==> src/rtl/core_dma_multi.sv <==
// Multi-channel page-to-port DMA engine. Halts the CPU via O_cpu_ready and
// copies bytes from {page, offset} to {P_DEST_PAGE, dest}, one step per phy2 fall.
module core_dma_multi #(
    parameter int          P_CHANNELS    = 2,
    parameter logic [15:0] P_REG_BASE    = 16'h4020,
    parameter logic [15:0] P_LEGACY_ADDR = 16'h4014,
    parameter logic [7:0]  P_DEST_PAGE   = 8'h20,
    parameter bit          P_ALIGN       = 1'b1
) (
    input  logic                  I_clock,
    input  logic                  I_reset,
    input  logic                  I_phy2,
    input  logic [15:0]           I_cpu_addr,
    input  logic [7:0]            I_cpu_wr_data,
    input  logic                  I_cpu_rdwr,
    output logic [7:0]            O_cpu_rd_data,
    output logic                  O_cpu_ready,
    output logic [15:0]           O_addr,
    output logic [7:0]            O_wr_data,
    output logic                  O_rdwr,
    input  logic [7:0]            I_rd_data,
    output logic                  O_busy,
    output logic [P_CHANNELS-1:0] O_done
);

    // state | meaning
    // IDLE  | CPU owns the bus; launch lowest pending channel on a step
    // WAIT  | one alignment halt step before the first read
    // PULL  | read source byte {page, offset}
    // PUSH  | write captured byte to {P_DEST_PAGE, dest}; count down
    typedef enum logic [1:0] {S_IDLE, S_WAIT, S_PULL, S_PUSH} state_t;

    localparam int CW = (P_CHANNELS > 1) ? $clog2(P_CHANNELS) : 1;

    state_t                  state;
    logic                    last_phy2;
    logic                    strobe;
    logic                    cpu_wr;
    logic                    legacy_wr;
    logic [7:0]              src_page [P_CHANNELS];
    logic [7:0]              src_off  [P_CHANNELS];
    logic [7:0]              len_m1   [P_CHANNELS];
    logic [7:0]              dest_lo  [P_CHANNELS];
    logic [P_CHANNELS-1:0]   pending;
    logic [P_CHANNELS-1:0]   done_flag;
    logic [P_CHANNELS-1:0]   ch_busy;
    logic [P_CHANNELS-1:0]   reg_hit;
    logic [CW-1:0]           cur_ch;
    logic [CW-1:0]           next_ch;
    logic [7:0]              off_cnt;
    logic [7:0]              byte_cnt;
    logic [7:0]              data_q;

    function automatic logic [15:0] base_of(input int c);
        return P_REG_BASE + 16'(c * 4);
    endfunction

    assign strobe    = last_phy2 & ~I_phy2;
    assign cpu_wr    = strobe & ~I_cpu_rdwr;
    assign legacy_wr = cpu_wr && (I_cpu_addr == P_LEGACY_ADDR) && !ch_busy[0];

    always_comb begin
        reg_hit = '0;
        ch_busy = '0;
        next_ch = '0;
        for (int c = 0; c < P_CHANNELS; c++) begin
            reg_hit[c] = ((I_cpu_addr & 16'hFFFC) == base_of(c));
            ch_busy[c] = pending[c] | ((state != S_IDLE) && (cur_ch == CW'(c)));
        end
        // descending scan so the lowest pending index wins
        for (int c = P_CHANNELS - 1; c >= 0; c--) begin
            if (pending[c]) next_ch = CW'(c);
        end
    end

    always_comb begin
        O_cpu_rd_data = I_rd_data;
        for (int c = 0; c < P_CHANNELS; c++) begin
            if (reg_hit[c]) begin
                case (I_cpu_addr[1:0])
                    2'd0:    O_cpu_rd_data = src_page[c];
                    2'd1:    O_cpu_rd_data = src_off[c];
                    2'd2:    O_cpu_rd_data = len_m1[c];
                    default: O_cpu_rd_data = {6'b0, done_flag[c], ch_busy[c]};
                endcase
            end
        end
    end

    always_comb begin
        O_addr    = I_cpu_addr;
        O_wr_data = I_cpu_wr_data;
        O_rdwr    = I_cpu_rdwr;
        case (state)
            S_WAIT: O_rdwr = 1'b1;
            S_PULL: begin
                O_addr = {src_page[cur_ch], off_cnt};
                O_rdwr = 1'b1;
            end
            S_PUSH: begin
                O_addr    = {P_DEST_PAGE, dest_lo[cur_ch]};
                O_rdwr    = 1'b0;
                O_wr_data = data_q;
            end
            default: ;
        endcase
    end

    always_ff @(posedge I_clock or negedge I_reset) begin
        if (!I_reset) begin
            state       <= S_IDLE;
            last_phy2   <= 1'b0;
            pending     <= '0;
            done_flag   <= '0;
            O_done      <= '0;
            O_cpu_ready <= 1'b1;
            O_busy      <= 1'b0;
            cur_ch      <= '0;
            off_cnt     <= '0;
            byte_cnt    <= '0;
            data_q      <= '0;
            for (int c = 0; c < P_CHANNELS; c++) begin
                src_page[c] <= '0;
                src_off[c]  <= '0;
                len_m1[c]   <= '0;
                dest_lo[c]  <= '0;
            end
        end else begin
            last_phy2 <= I_phy2;
            O_done    <= '0;
            if (strobe) begin
                for (int c = 0; c < P_CHANNELS; c++) begin
                    if (cpu_wr && reg_hit[c] && !ch_busy[c]) begin
                        case (I_cpu_addr[1:0])
                            2'd0: src_page[c] <= I_cpu_wr_data;
                            2'd1: src_off[c]  <= I_cpu_wr_data;
                            2'd2: len_m1[c]   <= I_cpu_wr_data;
                            default: begin
                                dest_lo[c]   <= I_cpu_wr_data;
                                pending[c]   <= 1'b1;
                                done_flag[c] <= 1'b0;
                            end
                        endcase
                    end
                end
                if (legacy_wr) begin
                    src_page[0] <= I_cpu_wr_data;
                    src_off[0]  <= 8'h00;
                    len_m1[0]   <= 8'hFF;
                    dest_lo[0]  <= 8'h04;
                    pending[0]  <= 1'b1;
                end
                case (state)
                    S_IDLE: begin
                        if (|pending) begin
                            cur_ch           <= next_ch;
                            pending[next_ch] <= 1'b0;
                            off_cnt          <= src_off[next_ch];
                            byte_cnt         <= len_m1[next_ch];
                            O_cpu_ready      <= 1'b0;
                            O_busy           <= 1'b1;
                            state            <= P_ALIGN ? S_WAIT : S_PULL;
                        end
                    end
                    S_WAIT: state <= S_PULL;
                    S_PULL: begin
                        data_q <= I_rd_data;
                        state  <= S_PUSH;
                    end
                    S_PUSH: begin
                        off_cnt <= off_cnt + 8'd1;
                        if (byte_cnt == 8'd0) begin
                            O_done[cur_ch]    <= 1'b1;
                            done_flag[cur_ch] <= 1'b1;
                            O_cpu_ready       <= 1'b1;
                            O_busy            <= 1'b0;
                            state             <= S_IDLE;
                        end else begin
                            byte_cnt <= byte_cnt - 8'd1;
                            state    <= S_PULL;
                        end
                    end
                    default: state <= S_IDLE;
                endcase
            end
        end
    end

endmodule
==> config.mk <==
export PLATFORM = sky130hd
export DESIGN_NAME = core_dma_multi
export DESIGN_NICKNAME = d
export VERILOG_FILES = /design/src/rtl/core_dma_multi.sv
export SDC_FILE = /design/constraint.sdc
export NUM_CORES = 1
export LEC_CHECK = 0
export BUFFER_PORTS_ARGS = -buffer_cell sky130_fd_sc_hd__buf_4
export CAP_MARGIN = 20
export CORE_MARGIN = 2
export CORE_UTILIZATION = 40
export DETAILED_ROUTE_END_ITERATION = 8
export RECOVER_POWER = 25
export SLEW_MARGIN = 20
export SYNTH_ARGS = -nofsm -noshare
export SYNTH_HDL_FRONTEND = slang
export SYNTH_SLANG_ARGS = --single-unit
==> constraint.sdc <==
create_clock -name I_clock -period 3.1 [get_ports I_clock]
set_input_delay 0.31 -clock I_clock [delete_from_list [all_inputs] [get_ports I_clock]]
set_output_delay 0.31 -clock I_clock [all_outputs]
set_load 0.01 [all_outputs]
==> flow_summary_export.csv, run 1 <==
group,metric,value,unit
cts,post_cts_buffers,0,
cells_and_area,final_common_cell,"dfrtp_1",
floorplan,die_h,123.9,um
cells_and_area,nNetsFinal,646,
run_status,violations,"max-capacitance violations, max-slew violations",
yosys,ys_ff_latch,100,
timing,rsz0062_at_grt,"false",
global_routing,grt_overflow,0,
drt,ant_nets,0,
drt,avgViaCountPerCell,6.161,
cells_and_area,drive_above_1_share,0.3180,
min_path,holdCritPathClass,"input pin to flip-flop",
cts,clock-sinks,100,
setup_path,end_kind,"output port",
pwr,p_leak,2.980,nW
global_routing,grt_pass1_wl,27.97,mm
placed_design,io_buffers,72,
cts,clockBufferDepth,2,
global_routing,grt_max_degree,65,
cts,cts_made_buffers,9,
drt,post_drt_wl_per_cell,22.81,um
yosys,avgSynthCellArea,10.46,sq um
floorplan,die-area,0.01535,sq mm
yosys,synth_cell_types,61,
setup_path,critPathKind,"flip-flop to output port",
global_routing,antenna_found_initial,0,
floorplan,pin_count,73,
cts,clkLatencyLatePin,0.36,ns
drt,firstDrtPassIters,5,
cts,path_clk_slew,0.07,ns
cells_and_area,area_delta_synth_final,16.71,%
yosys,synth_area,0.005751,sq mm
floorplan,initial_core_util,0.4111,
yosys,netlist_instances,550,
drt,drc,0,
setup_path,crit_arrival,2.51,ns
placed_design,dpl.hpwl,13.02,mm
run_status,status,"finished, violations left",
placed_design,gp_congestion,0.9499,
yosys,synth_edf_count,0,
setup_path,crit_required,2.79,ns
drt,vias,4867,
yosys,ys_warn_count,0,
yosys,synth_seq_area_share,0.4354,
cells_and_area,mostFrequentLayoutCells,"dfrtp_1, buf_4, mux2_2, o21ai_0, nand2_1",
cts,cts_hold_buf,0,
timing,finalCriticalPeriod,2.823,ns
cells_and_area,postLayoutCoreUtil,0.4798,
timing,hold_violations,0,
cts,htreeDepth,3,
setup_path,slowest_delay,0.45,ns
drt,drtIter0Drc,490,
pwr,peakVddDrop,0.2822,mV
cts,cts_resized,0,
cells_and_area,diodes,0,
global_routing,first_global_vias,4851,
timing,slew_violations,65,
yosys,async_reset_ff_frac,1.000,
timing,max_freq,354.2,MHz
setup_path,crit_top_cell,"buf_4",
setup_path,crit_chain,"ha_1 > buf_4 > nor2_1 > buf_4 > a22oi_1 > o21ai_0 > buf_4",
timing,post-route-period-util,0.9108,
timing,setup_viol,0,
timing,finalClockSkew,0.01023,ns
global_routing,track_usage,0.2486,
floorplan,row_count,43,
yosys,syn-num-nets,591,
yosys,ys.flop_type,"dfrtp_1",
flow_run,drv_cap,1,
setup_path,crit_slowest_cell,"nor2_1",
timing,fin_setup_tns,0,ns
pwr,p_per_area,603.5,mW/mm^2
cts,cts_root_buf,"clkbuf_16",
cts,cts_tree,"yes",
setup_path,crit_fanout,10,
floorplan,die_w,123.9,um
timing,relSlewSlack,-0.1284,
floorplan,fp.coreArea,0.01399,sq mm
setup_path,cp-start-kind,"flip-flop",
drt,drt-total-wl,18.02,mm
timing,worstMarginPinSlew,1.693,ns
sequential cells by signal, summed over array words and instances (netlist names), 8 cells and up:
name      count
dest_lo      16
len_m1       16
src_off      16
src_page     16
byte_cnt      8
data_q        8
off_cnt       8
cell usage after synthesis (3+ instances only):
library cell,count,area share
a211oi_1,3,0.0039
a21o_2,6,0.0091
a21oi_1,31,0.027
a221o_1,5,0.0087
a22oi_1,8,0.010
a2bb2oi_1,12,0.018
and2_1,6,0.0065
and3_1,5,0.0054
buf_1,5,0.0033
buf_2,7,0.0061
clkbuf_1,31,0.020
dfrtp_1,99,0.43
ha_1,5,0.011
inv_1,7,0.0046
mux2_2,65,0.13
mux2i_1,36,0.063
mux4_2,4,0.016
nand2_1,37,0.024
nand2b_1,3,0.0033
nand3_1,6,0.0052
nand3_2,4,0.0070
nand3b_1,3,0.0039
nand4_1,23,0.025
nor2_1,10,0.0065
nor2b_1,4,0.0044
nor3_1,9,0.0078
nor3b_1,3,0.0039
nor4_1,3,0.0033
o21ai_0,48,0.042
o22a_1,8,0.012
o22ai_1,6,0.0065
or2_2,4,0.0044
or3_1,5,0.0054
or3b_2,3,0.0046
or4_1,3,0.0039
routing by layer:
layer	share of wire	global-route usage	vias to the layer above
met5	0	0	-
li1	-	-	2172
met3	0.083	0.05449	46
met2	0.45	0.3760	226
met4	0.039	0.1124	0
met1	0.43	0.3420	2423
cell families (layout without fill, tap and decap cells):
logic type | count (synthesis) | in the layout | share of synthesized area
buffers and inverters | 52 | 112 | 0.03742
and+or+nand+nor | 140 | 140 | 0.1406
DFF | 100 | 100 | 0.4354
AOI/OAI and AO/OA | 148 | 148 | 0.1702
muxes | 105 | 105 | 0.2056
adders and majority gates | 5 | 5 | 0.01088
area by class of cell:
type / count / area, sq um
Sequential cell: 100 / 2504
Inverter: 7 / 26.28
Multi-Input combinational cell: 398 / 3032
Timing Repair Buffer: 89 / 661.9
Clock inverter: 4 / 26.28
Clock buffer: 12 / 236.5
Tap cell: 180 / 225.2
Fill cell: 1325 / 7277
final timing paths:
kind,from,to,slack [ns],depth (start not counted)
max,state[1],O_addr[0],0.28,7
min in group asynchronous,I_reset,done_flag[0],0.39,1
min reg2reg,data_q[2],data_q[2],0.51,1
max in group asynchronous,I_reset,len_m1[5],1.62,2
max reg2reg,state[1],byte_cnt[5],0.62,6
min,I_phy2,last_phy2,0.12,1
through the flow:
stage | worst slack [ns] | hold WS, ns | total power [mW] | instance area (sq um) | std cells
after global placement | 0.3981 | 0.4453 | 2.972 | 6455 | 774
after floorplan | 0.7460 | 0.01441 | 2.373 | 5751 | 550
after detailed placement | 0.3515 | 0.4435 | 3.004 | 6455 | 774
final | 0.2765 | 0.1171 | 4.051 | 6711 | 790
after CTS | 0.2901 | 0.06981 | 4.054 | 6718 | 790
after global routing | 0.1480 | 0.1060 | 4.252 | 6711 | 790
power by group:
| group | internal [mW] | leakage (nW) | total (mW) | switching [mW] |
|---|---|---|---|---|
| registers | 1.45 | 1.35 | 1.58 | 0.131 |
| logic | 0.616 | 1.50 | 1.41 | 0.797 |
| clock network | 0.545 | 0.127 | 1.06 | 0.511 |
| total | 2.61 | 2.98 | 4.05 | 1.44 |
critical path: cells and delay by family, from the launching register on:
family | cells | cell delay, ns
adders and majority gates | 1 | 0.34
DFF | 1 | 0.43
buffers and inverters | 3 | 0.70
AOI/OAI and AO/OA | 2 | 0.24
and+or+nand+nor | 1 | 0.45
No activity file was read; power rests on OpenSTA's default activity.
==> run 2: changes to the inputs <==
- RECOVER_POWER: 25 -> default
==> run 2 against run 1 <==
The run now ends clean; global-route usage stayed put; first-iteration DRC count is 1.0% higher; clock skew hardly changed; die area stayed put; sequential share of layout area hardly changed; via count hardly changed; wire length hardly changed; final area hardly changed; worst hold slack worse by 0.055 ns; setup slack hardly changed; sequential power hardly changed.
==> flow_summary_export.csv, run 2 (same netlist as run 1, synthesis figures left out) <==
group,metric,value,unit
pwr,peakVddDrop,0.2821,mV
placed_design,dp_slack,0.3515,ns
pwr,switching_share,0.3555,
timing,fin_ws,0.2769,ns
cells_and_area,diodes,0,
floorplan,initial_core_util,0.4111,
placed_design,io_buffers,72,
min_path,holdCritPathClass,"input pin to async pin",
timing,max_freq,354.2,MHz
drt,drc,0,
cts,post_cts_buffers,0,
global_routing,first_global_vias,4851,
run_status,status,"completed",
floorplan,die-area,0.01535,sq mm
global_routing,grt_pass1_wl,27.97,mm
cts,path_clk_slew,0.07,ns
setup_path,crit_fanout,10,
drt,drt-total-wl,18.03,mm
floorplan,pin_count,73,
pwr,seq_power_share,0.390,
pwr,pwr-share-comb,0.349,
timing,holdWs,0.06249,ns
timing,finalClockSkew,0.01017,ns
drt,vias,4871,
timing,finalCriticalPeriod,2.823,ns
drt,avgViaCountPerCell,6.166,
drt,drtIter0Drc,495,
placed_design,place_area,0.006455,sq mm
drt,ant_nets,0,
setup_path,crit_arrival,2.51,ns
timing,post-route-period-util,0.9107,
setup_path,end_kind,"output port",
global_routing,track_usage,0.2486,
cells_and_area,design_area,0.006718,sq mm
floorplan,fp.coreArea,0.01399,sq mm
cells_and_area,nNetsFinal,646,
cells_and_area,area_delta_synth_final,16.82,%
global_routing,grt_overflow,0,
drt,post_drt_wl_per_cell,22.82,um
pwr,clock_power_share,0.261,
cts,clock-sinks,100,
floorplan,die_w,123.9,um
cts,cts_tree,"yes",
flow_run,drv_cap,0,
pwr,p_leak,2.985,nW
cts,clkLatencyLatePin,0.36,ns
placed_design,dpl.hpwl,13.02,mm
cells_and_area,drive_above_1_share,0.3197,
timing,setup_viol,0,
placed_design,gp_congestion,0.9499,
cts,cts_made_buffers,9,
cells_and_area,final_common_cell,"dfrtp_1",
timing,worstMarginPinSlew,0.8618,ns
pwr,internal_power,2.611,mW
pwr,p_sw,1.440,mW
cts,cts_hold_buf,0,
timing,fin_setup_tns,0,ns
timing,rsz0062_at_grt,"false",
cts,clockBufferDepth,2,
setup_path,crit_required,2.79,ns
global_routing,grt_max_degree,65,
cts,htreeDepth,3,
cells_and_area,fill_cells,1322,
timing,hold_violations,0,
cts,cts_resized,0,
timing,relSlewSlack,0.4255,
floorplan,row_count,43,
cells_and_area,mostFrequentLayoutCells,"dfrtp_1, buf_4, mux2_2, o21ai_0, nand2_1",
drt,firstDrtPassIters,5,
timing,slew_violations,0,
setup_path,critPathKind,"flip-flop to output port",
floorplan,die_h,123.9,um
pwr,p_per_area,603.0,mW/mm^2
cts,cts_root_buf,"clkbuf_16",
setup_path,cp-start-kind,"flip-flop",
global_routing,antenna_found_initial,0,
run 2: changes by cell type in the layout (fill, tap and decap cells not counted), sizes merged:
| cell | delta |
|---|---|
| clkbuf | -2 |
| buf | +2 |
run 2: metal layers:
metal  track usage  part of all wire
met1        0.3420              0.43
met2        0.3760              0.45
met3       0.05449             0.083
met4        0.1124             0.039
met5             0                 0
run 2: layout make-up:
type | instances | area [sq um] | area share
clock inverter | 4 | 26.28 | 0.003911
timing repair buffer | 89 | 668.1 | 0.09946
sequential | 100 | 2504 | 0.3727
tap | 180 | 225.2 | 0.03353
clock buffer | 12 | 236.5 | 0.03520
inverter | 7 | 26.28 | 0.003911
multi-input combinational | 398 | 3032 | 0.4513
run 2: worst paths after layout:
path | slack, ns | cells past startpoint | start | to
worst max-delay path | 0.28 | 7 | state[1] | O_addr[0]
worst min-delay path | 0.06 | 1 | I_reset | done_flag[0]
worst max register to register | 0.62 | 6 | state[1] | byte_cnt[5]
worst min register to register | 0.51 | 1 | data_q[2] | data_q[2]
max in group asynchronous | 2.23 | 2 | I_reset | len_m1[5]
min in group I_clock | 0.08 | 1 | I_phy2 | last_phy2
run 2: per-stage QoR:
stage,std cells,total power [mW],utilization
after floorplan,550,2.373,-
after global placement,774,2.972,0.4614
after detailed placement,774,3.004,0.4614
after CTS,790,4.054,0.4802
after global routing,790,4.253,0.4802
final,790,4.051,0.4802
run 2: critical path, stage by stage, from the launching register on:
cell and delay, ns:
dfrtp_1 0.43, ha_1 0.34, buf_4 0.25, nor2_1 0.45
buf_4 0.27, a22oi_1 0.09, o21ai_0 0.15, buf_4 0.18
run 2: power groups by stage:
stage	sequential [mW]	clock (mW)	combinational, mW
2_1_floorplan	1.57	0	0.807
3_3_place_gp	1.59	0	1.38
3_5_place_dp	1.60	0	1.40
4_1_cts	1.58	1.07	1.41
5_1_grt	1.60	1.11	1.54
6_report	1.58	1.06	1.41
==> run 3: changes to the inputs <==
- CORE_UTILIZATION: 40 -> 55
- PLACE_DENSITY: default -> 0.77
- clock period: 3.1 -> 2.66 ns (I/O delays scaled with it)
==> run 3 against run 2 <==
Die area fell by 26%; register-to-register slack got worse by 0.37 ns; sequential share of layout area rose by 0.24 points; final cell count fell by 4.3%; final area fell by 0.63%; wire length fell by 3.6%; clock skew barely moved; non-clock buffer count rose by 10; worst hold slack got worse by 0.032 ns; critical path depth did not move; first-iteration DRC count rose by 15%; total power rose by 10%; critical path type unchanged; critical endpoint is now O_cpu_rd_data[0].
==> flow_summary_export.csv, run 3 (same netlist as run 1, synthesis figures left out) <==
group,metric,value,unit
run_status,status,"completed",
setup_path,critPathKind,"flip-flop to output port",
cts,htreeDepth,3,
min_path,holdCritPathClass,"input pin to flip-flop",
cts,path_clk_slew,0.10,ns
drt,drt-total-wl,17.38,mm
drt,drc,0,
floorplan,pin_count,73,
global_routing,grt_pass1_wl,26.66,mm
cts,cts_tree,"yes",
cts,clock-sinks,100,
floorplan,fp.coreArea,0.01023,sq mm
setup_path,reg2regPathDepth,6,
timing,post-route-period-util,0.9728,
timing,finalCriticalPeriod,2.588,ns
drt,vias,5115,
pwr,p_leak,3.003,nW
global_routing,grt_max_degree,46,
cts,clockBufferDepth,2,
cells_and_area,nNetsFinal,656,
setup_path,end_kind,"output port",
setup_path,r2r-start,"byte_cnt[0]",
timing,hold_violations,0,
drt,post_drt_wl_per_cell,22.99,um
cts,cts_root_buf,"clkbuf_8",
placed_design,gp_congestion,0.9659,
setup_path,r2r-end,"byte_cnt[3]",
setup_path,crit_arrival,2.32,ns
cells_and_area,drive_above_1_share,0.3339,
drt,avgViaCountPerCell,6.766,
placed_design,dpl.hpwl,12.61,mm
min_path,holdPathStages,1,
cells_and_area,mostFrequentLayoutCells,"dfrtp_1, buf_4, mux2_2, o21ai_0, nand2_1",
timing,setup_viol,0,
setup_path,crit_path_start,"state[1]",
floorplan,initial_core_util,0.5621,
global_routing,antenna_found_initial,0,
setup_path,crit_fanout,5,
pwr,peakVddDrop,0.4300,mV
global_routing,track_usage,0.3112,
drt,ant_nets,0,
global_routing,first_global_vias,4827,
cells_and_area,regArea,0.002504,sq mm
placed_design,placed_cells,739,
cells_and_area,final_common_cell,"dfrtp_1",
floorplan,row_count,37,
cells_and_area,area_delta_synth_final,16.08,%
drt,drtIter0Drc,568,
cells_and_area,multi_input_area,0.003044,sq mm
timing,worstMarginPinSlew,0.6927,ns
cells_and_area,fill_cells,806,
min_path,worstHoldStart,"I_phy2",
cells_and_area,diodes,0,
timing,max_freq,386.4,MHz
cts,cts_made_buffers,9,
pwr,p_per_area,670.2,mW/mm^2
timing,finalClockSkew,0.01062,ns
global_routing,grt_overflow,0,
floorplan,die_w,106.3,um
setup_path,cp-start-kind,"flip-flop",
timing,fin_setup_tns,0,ns
cells_and_area,stdcell_count,756,
placed_design,io_buffers,72,
setup_path,crit_required,2.39,ns
timing,relSlewSlack,0.5382,
timing,slew_violations,0,
floorplan,die-area,0.01129,sq mm
setup_path,r2r_slack,0.25,ns
min_path,hold_end,"last_phy2",
floorplan,die_h,106.3,um
cts,clkLatencyLatePin,0.37,ns
timing,rsz0062_at_grt,"false",
cts,post_cts_buffers,0,
flow_run,drv_cap,0,
drt,firstDrtPassIters,5,
run 3: repair_timing:
action / CTS / global route
setup endpoints to repair: 1 / 1
endpoints found under the hold margin: 42 / 0
pin swaps: 0 / 0
resized for setup: 2 / 1
hold buffers: 1 / 0
run 3: worst max path at each step:
stage | to | slack (ns) | depth (start not counted)
2_1_floorplan | O_cpu_rd_data[2] | 0.39 | 6
6_report | O_cpu_rd_data[0] | 0.07 | 7
5_1_grt | O_cpu_rd_data[0] | 0.02 | 7
3_3_place_gp | O_cpu_rd_data[6] | 0.13 | 6
4_1_cts | O_cpu_rd_data[0] | 0.02 | 7
3_5_place_dp | O_cpu_rd_data[4] | 0.16 | 6
run 3: where the power goes:
| part | switching (mW) | internal, mW | total (mW) |
|---|---|---|---|
| sequential | 0.157 | 1.69 | 1.85 |
| combinational | 0.918 | 0.750 | 1.67 |
| clock | 0.527 | 0.433 | 0.961 |
| total | 1.60 | 2.87 | 4.47 |
run 3: final cells by class:
class                      count  share of cell area
multi-input combinational    398              0.4560
tap                          136             0.02549
timing repair buffer          99              0.1117
sequential                   100              0.3751
clock inverter                 5            0.008060
inverter                       7            0.003936
clock buffer                  11             0.01968
run 3: metal layers:
metal,vias to the layer above,track usage,share of wire
li1,2199,-,-
met1,2532,0.4237,0.39
met2,322,0.4940,0.47
met3,62,0.04844,0.092
met4,0,0.1382,0.039
met5,-,0,0
run 3: through the flow:
step	cell area, sq um	setup WS, ns	util	power (mW)	hold WS [ns]
6_report	6675	0.07229	0.6524	4.474	0.03041
2_1_floorplan	5751	0.3940	-	2.766	-0.02959
3_3_place_gp	6467	0.1314	0.6321	3.446	0.2938
5_1_grt	6675	0.01743	0.6524	4.694	0.02196
4_1_cts	6675	0.01893	0.6524	4.461	0.01802
3_5_place_dp	6467	0.1573	0.6321	3.495	0.3074
run 3: worst max-delay path, cell delays in order (launching register included):
cell      delay, ns
dfrtp_1        0.44
inv_1          0.11
ha_4           0.17
o21bai_1       0.06
mux4_2         0.46
mux2_2         0.26
mux2_2         0.29
buf_4          0.15
